==> src/rtl/dl_slot_info_pkg.sv <==
// Shared constants, FSM state type and LDPC-per-gear lookup for the DL slot info writer.
package dl_slot_info_pkg;

  localparam logic [7:0] GEAR_MAX = 8'd7;

  localparam logic [7:0] LDPC_PER_GEAR [0:7] = '{
    8'd1, 8'd2, 8'd3, 8'd4, 8'd6, 8'd8, 8'd12, 8'd16
  };

  typedef enum logic [1:0] {
    IDLE  = 2'd0,
    RUN   = 2'd1,
    DRAIN = 2'd2
  } state_e;

  function automatic logic [7:0] ldpc_limit(input logic [7:0] gear);
    return LDPC_PER_GEAR[gear[2:0]];
  endfunction

endpackage

==> src/rtl/dl_slot_info_gen_timer.sv <==
// Slot sample counter: counts while running, wraps at SLOT_LEN-1; optional external
// slot sync (DL_SLOT_INFO_SYNC_EN) ends the slot early.
module dl_slot_timer #(
  parameter int unsigned SLOT_LEN = 163840,
  parameter int unsigned CNT_W    = 18
) (
  input  logic clk_i,
  input  logic rst_ni,
  input  logic run_i,
  input  logic clr_i,
`ifdef DL_SLOT_INFO_SYNC_EN
  input  logic sync_i,
`endif
  output logic slot_end_o
);

  localparam logic [CNT_W-1:0] LAST = CNT_W'(SLOT_LEN - 1);

  logic [CNT_W-1:0] cnt_q, cnt_d;
  logic             wrap;

  assign wrap = run_i && (cnt_q == LAST);

  // A sync coincident with the natural wrap still yields a single slot end.
`ifdef DL_SLOT_INFO_SYNC_EN
  assign slot_end_o = wrap || (run_i && sync_i);
`else
  assign slot_end_o = wrap;
`endif

  always_comb begin
    cnt_d = cnt_q;
    if (clr_i) begin
      cnt_d = '0;
    end else if (run_i) begin
      cnt_d = slot_end_o ? '0 : cnt_q + CNT_W'(1);
    end
  end

  always_ff @(posedge clk_i or negedge rst_ni) begin
    if (!rst_ni) begin
      cnt_q <= '0;
    end else begin
      cnt_q <= cnt_d;
    end
  end

endmodule

==> src/rtl/dl_slot_info_gen.sv <==
// Per-slot DL info writer (163.84 MHz side): gear, slot index, LDPC count.
// Optional macro DL_SLOT_INFO_SYNC_EN adds i_slot_sync for forced slot boundaries.
module dl_slot_info_gen
  import dl_slot_info_pkg::*;
#(
  parameter int unsigned SLOT_LEN  = 163840,
  parameter int unsigned NUM_SLOTS = 20,
  parameter int unsigned CNT_W     = 18
) (
  input  logic       clk163m84,
  input  logic       rst_n_163m84,
  input  logic       i_en,
  input  logic [7:0] i_gear_cfg,
  input  logic       i_gear_cfg_vld,
  output logic       o_gear_cfg_rdy,
  input  logic       i_ldpc_done,
`ifdef DL_SLOT_INFO_SYNC_EN
  input  logic       i_slot_sync,
`endif
  output logic [7:0] o_DL_GearEverySlot,
  output logic [7:0] o_slottimesw_cnt,
  output logic [7:0] o_ldpc_cnt,
  output logic       o_slot_start,
  output logic       o_gear_chg,
  output logic       o_ldpc_ovf,
  output logic       o_cfg_err
);

  localparam logic [7:0] LAST_SLOT = 8'(NUM_SLOTS - 1);

  state_e     state_q;
  logic [7:0] gear_q, pend_q, slot_idx_q, ldpc_cnt_q;
  logic       pend_vld_q, rdy_q;
  logic       slot_start_q, gear_chg_q, ldpc_ovf_q, cfg_err_q;

  logic       slot_end, boundary, xfer;
  logic [7:0] next_idx;

  dl_slot_timer #(
    .SLOT_LEN (SLOT_LEN),
    .CNT_W    (CNT_W)
  ) u_timer (
    .clk_i      (clk163m84),
    .rst_ni     (rst_n_163m84),
    .run_i      (state_q != IDLE),
    .clr_i      (state_q == IDLE),
`ifdef DL_SLOT_INFO_SYNC_EN
    .sync_i     (i_slot_sync),
`endif
    .slot_end_o (slot_end)
  );

  assign xfer     = i_gear_cfg_vld && rdy_q;
  assign next_idx = (slot_idx_q == LAST_SLOT) ? '0 : slot_idx_q + 8'd1;

  // A slot end only opens a new slot unless a drain is completing.
  always_comb begin
    boundary = 1'b0;
    if (state_q == IDLE) begin
      boundary = i_en;
    end else if (slot_end) begin
      boundary = !((state_q == DRAIN) && !i_en);
    end
  end

  always_ff @(posedge clk163m84 or negedge rst_n_163m84) begin
    if (!rst_n_163m84) begin
      state_q      <= IDLE;
      gear_q       <= '0;
      pend_q       <= '0;
      pend_vld_q   <= 1'b0;
      rdy_q        <= 1'b1;
      slot_idx_q   <= '0;
      ldpc_cnt_q   <= '0;
      slot_start_q <= 1'b0;
      gear_chg_q   <= 1'b0;
      ldpc_ovf_q   <= 1'b0;
      cfg_err_q    <= 1'b0;
    end else begin
      slot_start_q <= 1'b0;
      gear_chg_q   <= 1'b0;
      ldpc_ovf_q   <= 1'b0;
      cfg_err_q    <= 1'b0;

      // rdy_q low implies a pending gear, so a new transfer never races the apply below.
      if (xfer) begin
        if (i_gear_cfg <= GEAR_MAX) begin
          pend_q     <= i_gear_cfg;
          pend_vld_q <= 1'b1;
          rdy_q      <= 1'b0;
        end else begin
          cfg_err_q  <= 1'b1;
        end
      end

      unique case (state_q)
        IDLE:    if (i_en) state_q <= RUN;
        RUN:     if (!i_en) state_q <= DRAIN;
        DRAIN: begin
          if (i_en)          state_q <= RUN;
          else if (slot_end) state_q <= IDLE;
        end
        default: state_q <= IDLE;
      endcase

      if (boundary) begin
        slot_start_q <= 1'b1;
        slot_idx_q   <= (state_q == IDLE) ? '0 : next_idx;
        ldpc_cnt_q   <= '0;
        if (pend_vld_q) begin
          gear_q     <= pend_q;
          gear_chg_q <= (pend_q != gear_q);
          pend_vld_q <= 1'b0;
          rdy_q      <= 1'b1;
        end
      end else if (slot_end) begin
        slot_idx_q <= '0;
        ldpc_cnt_q <= '0;
      end else if ((state_q != IDLE) && i_ldpc_done) begin
        if (ldpc_cnt_q < ldpc_limit(gear_q)) begin
          ldpc_cnt_q <= ldpc_cnt_q + 8'd1;
        end else begin
          ldpc_ovf_q <= 1'b1;
        end
      end
    end
  end

  assign o_gear_cfg_rdy     = rdy_q;
  assign o_DL_GearEverySlot = gear_q;
  assign o_slottimesw_cnt   = slot_idx_q;
  assign o_ldpc_cnt         = ldpc_cnt_q;
  assign o_slot_start       = slot_start_q;
  assign o_gear_chg         = gear_chg_q;
  assign o_ldpc_ovf         = ldpc_ovf_q;
  assign o_cfg_err          = cfg_err_q;

endmodule
==> config.mk <==
export PLATFORM = sky130hd
export DESIGN_NAME = dl_slot_info_gen
export DESIGN_NICKNAME = d
export VERILOG_FILES = /design/src/rtl/dl_slot_info_pkg.sv /design/src/rtl/dl_slot_info_gen_timer.sv /design/src/rtl/dl_slot_info_gen.sv
export SDC_FILE = /design/constraint.sdc
export NUM_CORES = 1
export LEC_CHECK = 0
export BUFFER_PORTS_ARGS = -buffer_cell sky130_fd_sc_hd__buf_4
export CELL_PAD_IN_SITES_DETAIL_PLACEMENT = 1
export CELL_PAD_IN_SITES_GLOBAL_PLACEMENT = 1
export CORE_MARGIN = 4
export CORE_UTILIZATION = 50
export CTS_BUF_LIST = sky130_fd_sc_hd__clkbuf_4
export DETAILED_ROUTE_END_ITERATION = 8
export PLACE_DENSITY = 0.95
export REMOVE_ABC_BUFFERS = 1
export SLEW_MARGIN = 10
export SYNTH_ARGS = -nofsm -noshare
export SYNTH_HDL_FRONTEND = slang
export SYNTH_HIERARCHICAL = 1
export SYNTH_SLANG_ARGS = --single-unit
==> constraint.sdc <==
create_clock -name clk163m84 -period 5.2 [get_ports clk163m84]
set_clock_uncertainty 0.05 [all_clocks]
set_input_delay 1.04 -clock clk163m84 [delete_from_list [all_inputs] [get_ports clk163m84]]
set_output_delay 1.04 -clock clk163m84 [all_outputs]
set_load 0.1 [all_outputs]
### After elaboration in Yosys (flattened, before gate mapping)

Memory sizes are Yosys's and may differ from the RTL's.
Cells that the tools add are included.

* memory bits (read-only): 64
* word-level logic and storage cells: 81
* memories kept: 1
* bits in registers: 58

Memory list
* (no name shown): depth 8, bits a word 8, rd ports 1, clocked after memory_dff 0, write ports 0, RTL line dl_slot_info_pkg.sv:17 `return LDPC_PER_GEAR[gear[2:0]];`

* reduce and logical (&&, ||, !) cells: 16
* $add $sub $neg: 3
* mux-type cells: 37
* magnitude comparators: 3
* equal/unequal tests: 8
* bitwise operators: 1

Operator list (count)
* two-way mux 8 bit: 10
* two-way mux 18 bit: 3
* two-way mux 1 bit: 19
* adder 18 x 1 -> 18 bit (second input constant): 1
* equality test 18 bit (second input constant): 1
* adder 8 x 1 -> 8 bit (second input constant): 2
* equality test 8 x 5 -> 1 bit (second input constant): 1
* <= comparator 8 x 3 -> 1 bit (second input constant): 1
* less-than comparator 8 bit: 1
* two-way mux 2 bit: 4
* inequality test 8 bit: 1
* one-hot mux 2 bit (3 select lines): 1
* AND reduction 2 bit: 3
* nonzero test 2 bit: 3
* nonzero test 3 bit: 2
* >= comparator 4 bit (second input constant): 1
* logical AND 1 bit: 4
* inequality test 2 bit (second input constant): 2
* inverter 3 -> 4 bit: 1
* inequality test 3 x 2 -> 1 bit (second input constant): 1
* AND reduction 3 bit: 1
* equality test 2 x 1 -> 1 bit (second input constant): 1
* equality test 2 bit (second input constant): 1
* logical NOT 1 bit: 2
* logical NOT 2 bit: 1

### Longest topological paths before layout

Gate-level depths: netlist (run 1).

* word-level depth: 9
* gate-level depth with buffers: 12
* mapped depth without buffers: 9

### By module

Netlist (run 1), hierarchy kept.

Modules (own cells, without submodules)
* dl_slot_info_gen: area an instance 1991.9 µm², cells an instance 174, instances 1, sequential area each 1002.2 µm²
* dl_slot_timer: area an instance 997.2 µm², cells an instance 105, instances 1, sequential area each 450.4 µm²

### Worst setup path after synthesis (run 1)

No wires, ideal clock.

* path type: register to register
* start: reg gear_q[0], in the netlist o_DL_GearEverySlot[0]
* end: reg ldpc_cnt_q[4], in the netlist o_ldpc_cnt[4]
* period minus slack after synthesis: 2881 ps
* path slack: 2319 ps
* cell stages (with the launch flop): 9
* arrival: 2753 ps
* buffers on the path: 0
* path through: dfrtp_1 -> inv_1 -> ha_1 -> mux2i_1 -> ha_1 -> nor4_4 -> nor3_2 -> or4_1 -> a21oi_1

* word-level cells in the longest chain between the ends: 7

RTL lines
* start: declaration: RTL line dl_slot_info_gen.sv:32 `logic [7:0] gear_q, pend_q, slot_idx_q, ldpc_cnt_q;`
* start signal: assignment: RTL line dl_slot_info_gen.sv:111 `gear_q <= pend_q;`
* inverter 3 -> 4 bit (not written as such): RTL line dl_slot_info_pkg.sv:17
* memory read (8 x 8 bit)
* two-way mux 8 bit (not written as such) (2 in a row): RTL line dl_slot_info_pkg.sv:17
* less-than comparator 8 bit: RTL line dl_slot_info_gen.sv:120 `if (ldpc_cnt_q < ldpc_limit(gear_q)) begin`
* nonzero test 3 bit (no line)
* AND reduction 2 bit (no line)
* end signal: assignment: RTL line dl_slot_info_gen.sv:121 `ldpc_cnt_q <= ldpc_cnt_q + 8'd1;`
* end: declaration: RTL line dl_slot_info_gen.sv:32

Every way passes these cells. The select of a mux whose other input is x is not followed.
A chain may end at the register's enable or synchronous reset.

### Worst setup path in the final report (run 1)

* start: reg state_q[0]
* end: reg gear_q[7], in the netlist o_DL_GearEverySlot[7]

* elaborated cells on any way between the ends: 9

RTL lines
* start: declaration: RTL line dl_slot_info_gen.sv:31 `state_e state_q;`
* start signal: assignment: RTL line dl_slot_info_gen.sv:68 `state_q <= IDLE;`
* start signal: assignment: RTL line dl_slot_info_gen.sv:97 `IDLE: if (i_en) state_q <= RUN;`
* start signal: assignment: RTL line dl_slot_info_gen.sv:98 `RUN: if (!i_en) state_q <= DRAIN;`
* nonzero test 2 bit: RTL line dl_slot_info_gen.sv:45 `.run_i (state_q != IDLE),`
* logical AND 1 bit: RTL line dl_slot_info_gen_timer.sv:22 `assign wrap = run_i && (cnt_q == LAST);`
* via slot_end: RTL line dl_slot_info_gen.sv:36 `logic slot_end, boundary, xfer;`
* two-way mux 1 bit: RTL line dl_slot_info_gen.sv:61 `end else if (slot_end) begin`
* two-way mux 1 bit: RTL line dl_slot_info_gen.sv:59 `if (state_q == IDLE) begin`
* via boundary: RTL line dl_slot_info_gen.sv:36
* AND reduction 2 bit (no line)

The timed path passes the listed nets, and every way through them passes these cells.

==> reports/qor.txt, run 1 <==
setup bufs post-CTS: 0
initial antenna violation count: 0
worst-skew pair later-pin latency: 0.39 ns
number of distinct library cells after synthesis: 54
synth top area cells: dfrtp_1 48%, xor2_1 5.6%, mux2_2 4.1%
n_diodes: 0
cell family with most CP delay: simple AND/OR/NAND/NOR gates
hold path endpoint: pend_q[7]
Crit. End Element: flip-flop
Die Y: 85.32 um
Post-DRT Antenna Nets: 0
worst hold start: pend_q[7]
CTS tree: done
CTS Hold Bufs: 0
reg2reg start: state_q[0]
#FFs+latches synth: 58
die area: 0.007280 mm2
Achievable Freq: 0.2960 GHz
RSZ-0062 raised after global routing: no
vias per cell: 5.796
I/O Buffers: 41
Initial DRT Pass Iterations: 4
RR Endpoint: o_DL_GearEverySlot[7]
Ys Warns: 6
non-filler cells, final: 401
Slew Limit Fails: 0
clk slew on worst S/H paths: 0.10 ns
total number of vias: 2324
total wire length: 7.367 mm
DR iter-0 viols: 129
largest net degree at the start of global routing: 59
CP max stage cell: nor2_1
Worst Path Max Fanout: 14
FFs w/ async S/R, synth: 100.0%
clk sinks: 58
Final min period: 3.379 ns
Hold Crit Class: flip-flop to flip-flop
Core ar.: 0.005642 mm2
Post-synth top flop: dfrtp_1
die width: 85.32 um
# IOs: 42
drt wl/cell: 18.37 um
htree depth: 3
area delta synth->final: 16.28%
Post-Syn Instances: 279
WP buf/inv: 1
worst reg-to-reg setup slack: 1.82 ns
Max rail drop VDD: 0.0003624 V
Avg Synthesized Cell Area: 10.71 um2
Post-synth EDFFs: 0
cell area power density: 342.5 mW/mm2
power consumption: 0.001191 W
deepest clock path buffer count: 2
Setup Total Neg Slack: 0 ns
Final nets: 346
Slew @ Worst Pin: 0.8644 ns
reg2reg path depth: 8
Post-CTS Resized: 0
Startpoint Class: flip-flop
vias in the first global route: 2540
commonest cells after routing, fill and taps aside: 57 x dfrtp_1, 41 x buf_4, 28 x nor2_1, 19 x xor2_1, 18 x nand2_1
cells along the critical path: nor2_1 -> inv_1 -> nand4_1 -> or4_4 -> nor2_1 -> o22a_1 -> nand2_1 -> mux2_2
# DRC: 0
grt total ovfl: 0
RD Place Congestion: 0.8516
max cap viols: 0
CP required: 5.42 ns
WHS Path Cells: 1
top-area cell type share of the netlist area: 47.72%
post-synthesis sequential area ratio: 48.60%
most frequent CP cell: nor2_1
CP Data Arrival Time: 3.60 ns
Syn Std Cell Area: 0.002989 mm2
Hold WS: 0.4907 ns
first-pass GRT wire length: 12.72 mm
dpl hpwl: 5.189 mm
Yosys top cell by area: dfrtp_1
max_slew headroom: 41.84%
Initial Utilization: 52.98%
commonest non-fill, non-tap cell in the layout: dfrtp_1
Crit Path Class: flip-flop to flip-flop
CTS buffer count: 9
Site Rows: 27
fraction of layout cells with a size suffix above 1: 24.62%
Hold Vio Cnt, Final: 0
Final Setup Violations: 0
period utilization: 64.98%
post-layout instance area: 0.003476 mm2
Tot GR Track Use: 21.93%
placed cell areas: 0.003343 mm2
Leakage Power: 1.687 nW
Inst Count DP: 385
Root Driver: clkbuf_4
status: finished, final reports clean
max incr delay on CP: 0.57 ns
==> worst max path at each step <==
stage,end,depth (start not counted),start
floorplan,o_ldpc_cnt[4],8,o_DL_GearEverySlot[0]
global placement,o_DL_GearEverySlot[6],8,state_q[0]
detailed placement,o_DL_GearEverySlot[5],8,state_q[0]
CTS,o_DL_GearEverySlot[5],8,state_q[0]
global route,o_DL_GearEverySlot[7],8,state_q[0]
finish,o_DL_GearEverySlot[7],8,state_q[0]
==> layer usage <==
layer / track usage (%) / vias to the layer above / wire length [um]
li1: - / 1091 / -
met2: 36.23 / 45 / 3690
met5: 0 / - / 0
met4: 8.058 / 0 / 107
met3: 3.883 / 11 / 283
met1: 28.78 / 1177 / 3285
==> synth_stat cells (6+ instances only) <==
cell and n:
nor2_1 28, ha_1 9, inv_1 11, o21ai_0 10
dfrtp_1 57, nand2_1 18, a21oi_1 14, and3_1 6
xor2_1 19, mux2_2 11, o31ai_1 6
==> stage by stage <==
stage	util, %	setup WS [ns]
6_report	61.61	1.821
2_1_floorplan	-	2.271
3_5_place_dp	59.26	1.920
5_1_grt	61.61	1.533
3_3_place_gp	59.26	2.084
4_1_cts	61.61	1.828
==> state kept, by name, indices dropped and copies added (netlist names) <==
| name | cells |
|---|---|
| pend_q | 8 |
| o_slottimesw_cnt | 8 |
| o_ldpc_ovf | 1 |
| o_cfg_err | 1 |
| u_timer/cnt_q | 18 |
| o_gear_cfg_rdy | 1 |
| o_slot_start | 1 |
| o_DL_GearEverySlot | 8 |
| o_ldpc_cnt | 8 |
| state_q | 2 |
| o_gear_chg | 1 |
| pend_vld_q | 1 |
==> where the power goes <==
part	switching, W	internal [W]	leakage [nW]
sequential	0.0000393	0.000481	0.795
clock	0.000159	0.000160	0.0764
combinational	0.000253	0.0000979	0.816
==> logic make-up (layout without fill, tap and decap cells) <==
logic type                 after synthesis  count (layout)  synth area share, %
and+or+nand+nor                        102             102                20.13
DFF                                     58              58                48.60
AOI/OAI and AO/OA                       55              55                12.81
xor gates and xnor gates                24              24                7.032
buffers and inverters                   18              68                2.846
muxes                                   13              13                4.814
adders and majority gates                9               9                3.767
==> cell type report <==
class | instances | area (um2)
Fill cell | 618 | 2166
Sequential cell | 58 | 1453
Timing Repair Buffer | 41 | 307.8
Tap cell | 72 | 90.09
Clock buffer | 12 | 90.09
Clock inverter | 4 | 42.54
Inverter | 11 | 41.29
Multi-Input combinational cell | 203 | 1451
Power figures use the tool's default switching activity.
==> inputs of run 2 (changes only) <==
--- a/config.mk
+++ b/config.mk
@@ -9,10 +9,10 @@
 export CELL_PAD_IN_SITES_DETAIL_PLACEMENT = 1
 export CELL_PAD_IN_SITES_GLOBAL_PLACEMENT = 1
 export CORE_MARGIN = 4
-export CORE_UTILIZATION = 50
+export CORE_UTILIZATION = 42
 export CTS_BUF_LIST = sky130_fd_sc_hd__clkbuf_4
 export DETAILED_ROUTE_END_ITERATION = 8
-export PLACE_DENSITY = 0.95
+export PLACE_DENSITY = 0.86
 export REMOVE_ABC_BUFFERS = 1
 export SLEW_MARGIN = 10
 export SYNTH_ARGS = -nofsm -noshare
==> constraint.sdc (replaced) <==
create_clock -name clk163m84 -period 3.1 [get_ports clk163m84]
set_clock_uncertainty 0.05 [all_clocks]
set_input_delay 0.62 -clock clk163m84 [delete_from_list [all_inputs] [get_ports clk163m84]]
set_output_delay 0.62 -clock clk163m84 [all_outputs]
set_load 0.1 [all_outputs]
==> run 2 against run 1 <==
Power grew 75%. Core utilization fell by 9.9 points. First-iteration DRC count fell by 51%. Via count is 1.8% lower. Worst hold slack worse by 0.28 ns. Critical endpoint is now o_ldpc_cnt[4].
==> reports/qor.txt, run 2 (synthesis gave the netlist of run 1 again) <==
Slew @ Worst Pin: 0.9279 ns (+0.06352 ns)
Post-DRT Antenna Nets: 0 (unchanged)
commonest cells after routing, fill and taps aside: 57 x dfrtp_1, 44 x buf_4, 28 x nor2_1, 19 x xor2_1, 18 x nand2_1
area delta synth->final: 18.84%
reg2reg path depth: 8 (unchanged)
Setup crit end: o_ldpc_cnt[4]
RR Endpoint: o_ldpc_cnt[4]
non-filler cells, final: 428 (+6.7%)
worst-skew pair later-pin latency: 0.40 ns (about the same)
Final WS setup: 0.5051 ns (-1.316 ns)
RD Place Congestion: 0.7913 (-7.1%)
Post-CTS Resized: 0 (unchanged)
vias per cell: 5.332 (-8.0%)
Initial DRT Pass Iterations: 4 (unchanged)
clk sinks: 58 (unchanged)
vias in the first global route: 2506 (-1.3%)
Most flops, register: u_timer/cnt_q
clk slew on worst S/H paths: 0.10 ns (about the same)
htree depth: 3 (unchanged)
grt total ovfl: 0 (unchanged)
initial antenna violation count: 0 (unchanged)
Slew Limit Fails: 0 (unchanged)
fraction of layout cells with a size suffix above 1: 25.60% (+0.98 points)
drt wl/cell: 16.86 um (-8.2%)
reg2reg start: o_DL_GearEverySlot[0]
CTS buffer count: 9 (unchanged)
n_diodes: 0 (unchanged)
Core ar.: 0.006869 mm2 (+22%)
# DRC: 0 (unchanged)
Worst Path Max Fanout: 7 (-7)
total wire length: 7.218 mm (-2.0%)
I/O Buffers: 41 (unchanged)
Achievable Freq: 0.3854 GHz (+30%)
first-pass GRT wire length: 12.27 mm (-3.5%)
Crit. End Element: flip-flop
CP Launch Point: o_DL_GearEverySlot[0]
total number of vias: 2282 (-1.8%)
Die Y: 92.36 um (+8.3%)
largest net degree at the start of global routing: 59 (unchanged)
worst reg-to-reg setup slack: 0.51 ns (-1.32 ns)
Site Rows: 30 (+11%)
CTS tree: done
Final min period: 2.595 ns (-0.7840 ns)
Root Driver: clkbuf_4
status: finished, final reports clean
Hold Vio Cnt, Final: 0 (unchanged)
period utilization: 83.71% (+19 points)
max cap viols: 0 (unchanged)
die area: 0.008530 mm2 (+17%)
CP Data Arrival Time: 2.87 ns (-0.73 ns)
CTS Hold Bufs: 0 (unchanged)
Hold Crit Class: input port to async pin
Crit Path Class: flip-flop to flip-flop
setup bufs post-CTS: 0 (unchanged)
power consumption: 0.002081 W (+75%)
commonest non-fill, non-tap cell in the layout: dfrtp_1
# IOs: 42 (unchanged)
deepest clock path buffer count: 2 (unchanged)
Final nets: 349 (+0.87%)
Tot GR Track Use: 18.11% (-3.8 points)
CP max stage cell: dfrtp_1
max incr delay on CP: 0.55 ns (-0.02 ns)
Max rail drop VDD: 0.0007131 V (+97%)
RSZ-0062 raised after global routing: no
Final Setup Violations: 0 (unchanged)
Initial Utilization: 43.52% (-9.5 points)
cell area power density: 585.8 mW/mm2 (+71%)
Largest register FFs: 18 (unchanged)
cells along the critical path: inv_1 -> ha_1 -> nand2_1 -> ha_1 -> a21oi_1 -> o211ai_2 -> or4_1 -> a21oi_1
Placement Setup Slack: 0.5270 ns (-1.393 ns)
Startpoint Class: flip-flop
max_slew headroom: 37.57% (-4.3 points)
Inst Count DP: 412 (+7.0%)
Leakage Power: 1.710 nW (+1.3%)
dpl hpwl: 5.093 mm (-1.9%)
Setup Total Neg Slack: 0 ns (unchanged)
CP required: 3.38 ns (-2.04 ns)
die width: 92.36 um (+8.3%)
DR iter-0 viols: 63 (-51%)
==> run 2: cell count changes in the layout (fill, tap and decap cells not counted), sizes merged <==
cell	delta
buf	+3
clkbuf	-2
bufinv	+1
clkinvlp	+1
==> run 2: per-stage QoR <==
step	area, um2	utilization (%)	hold WS [ns]
after floorplan	2945	-	0.2744
after global placement	3396	49.44	0.4572
after detailed placement	3396	49.44	0.4692
after CTS	3552	51.71	0.2325
after global routing	3552	51.71	0.2516
final	3552	51.71	0.2115
==> run 2: cell type report <==
cell class / count / area [um2]
tap: 96 / 120.1
timing repair buffer: 44 / 330.3
fill: 777 / 3317
sequential: 58 / 1453
clock buffer: 10 / 75.07
clock inverter: 6 / 81.33
multi-input combinational: 203 / 1451
inverter: 11 / 41.29
==> run 2: power breakdown <==
group | internal (W) | switching [W] | total, W
clock | 0.000331 | 0.000290 | 0.000621
sequential | 0.000807 | 0.0000672 | 0.000874
combinational | 0.000169 | 0.000417 | 0.000586
==> run 2: worst min-delay path by stage <==
stage / start / endpoint / slack, ns
after floorplan: rst_n_163m84 / o_DL_GearEverySlot[0] / 0.27
after global placement: pend_q[7] / pend_q[7] / 0.46
after detailed placement: u_timer/cnt_q[15] / u_timer/cnt_q[15] / 0.47
after CTS: rst_n_163m84 / o_ldpc_cnt[2] / 0.23
after global routing: rst_n_163m84 / o_slottimesw_cnt[1] / 0.25
final: rst_n_163m84 / o_ldpc_cnt[2] / 0.21
==> run 2: critical path: cells and delay by family (launching register included) <==
family / cells / cell delay (ns)
fa+ha+maj: 2 / 0.63
compound gates: 3 / 0.60
simple gates: 2 / 0.59
flops: 1 / 0.55
buf+inv: 1 / 0.11
==> run 2: layer usage <==
layer	up-vias	track usage, %	part of all wire (%)	wire length [um]
met5	-	0	0	0
met4	0	4.208	0.71	51
met3	9	5.930	3.9	284
met2	43	31.06	50	3622
met1	1131	22.09	45	3260
li1	1099	-	-	-
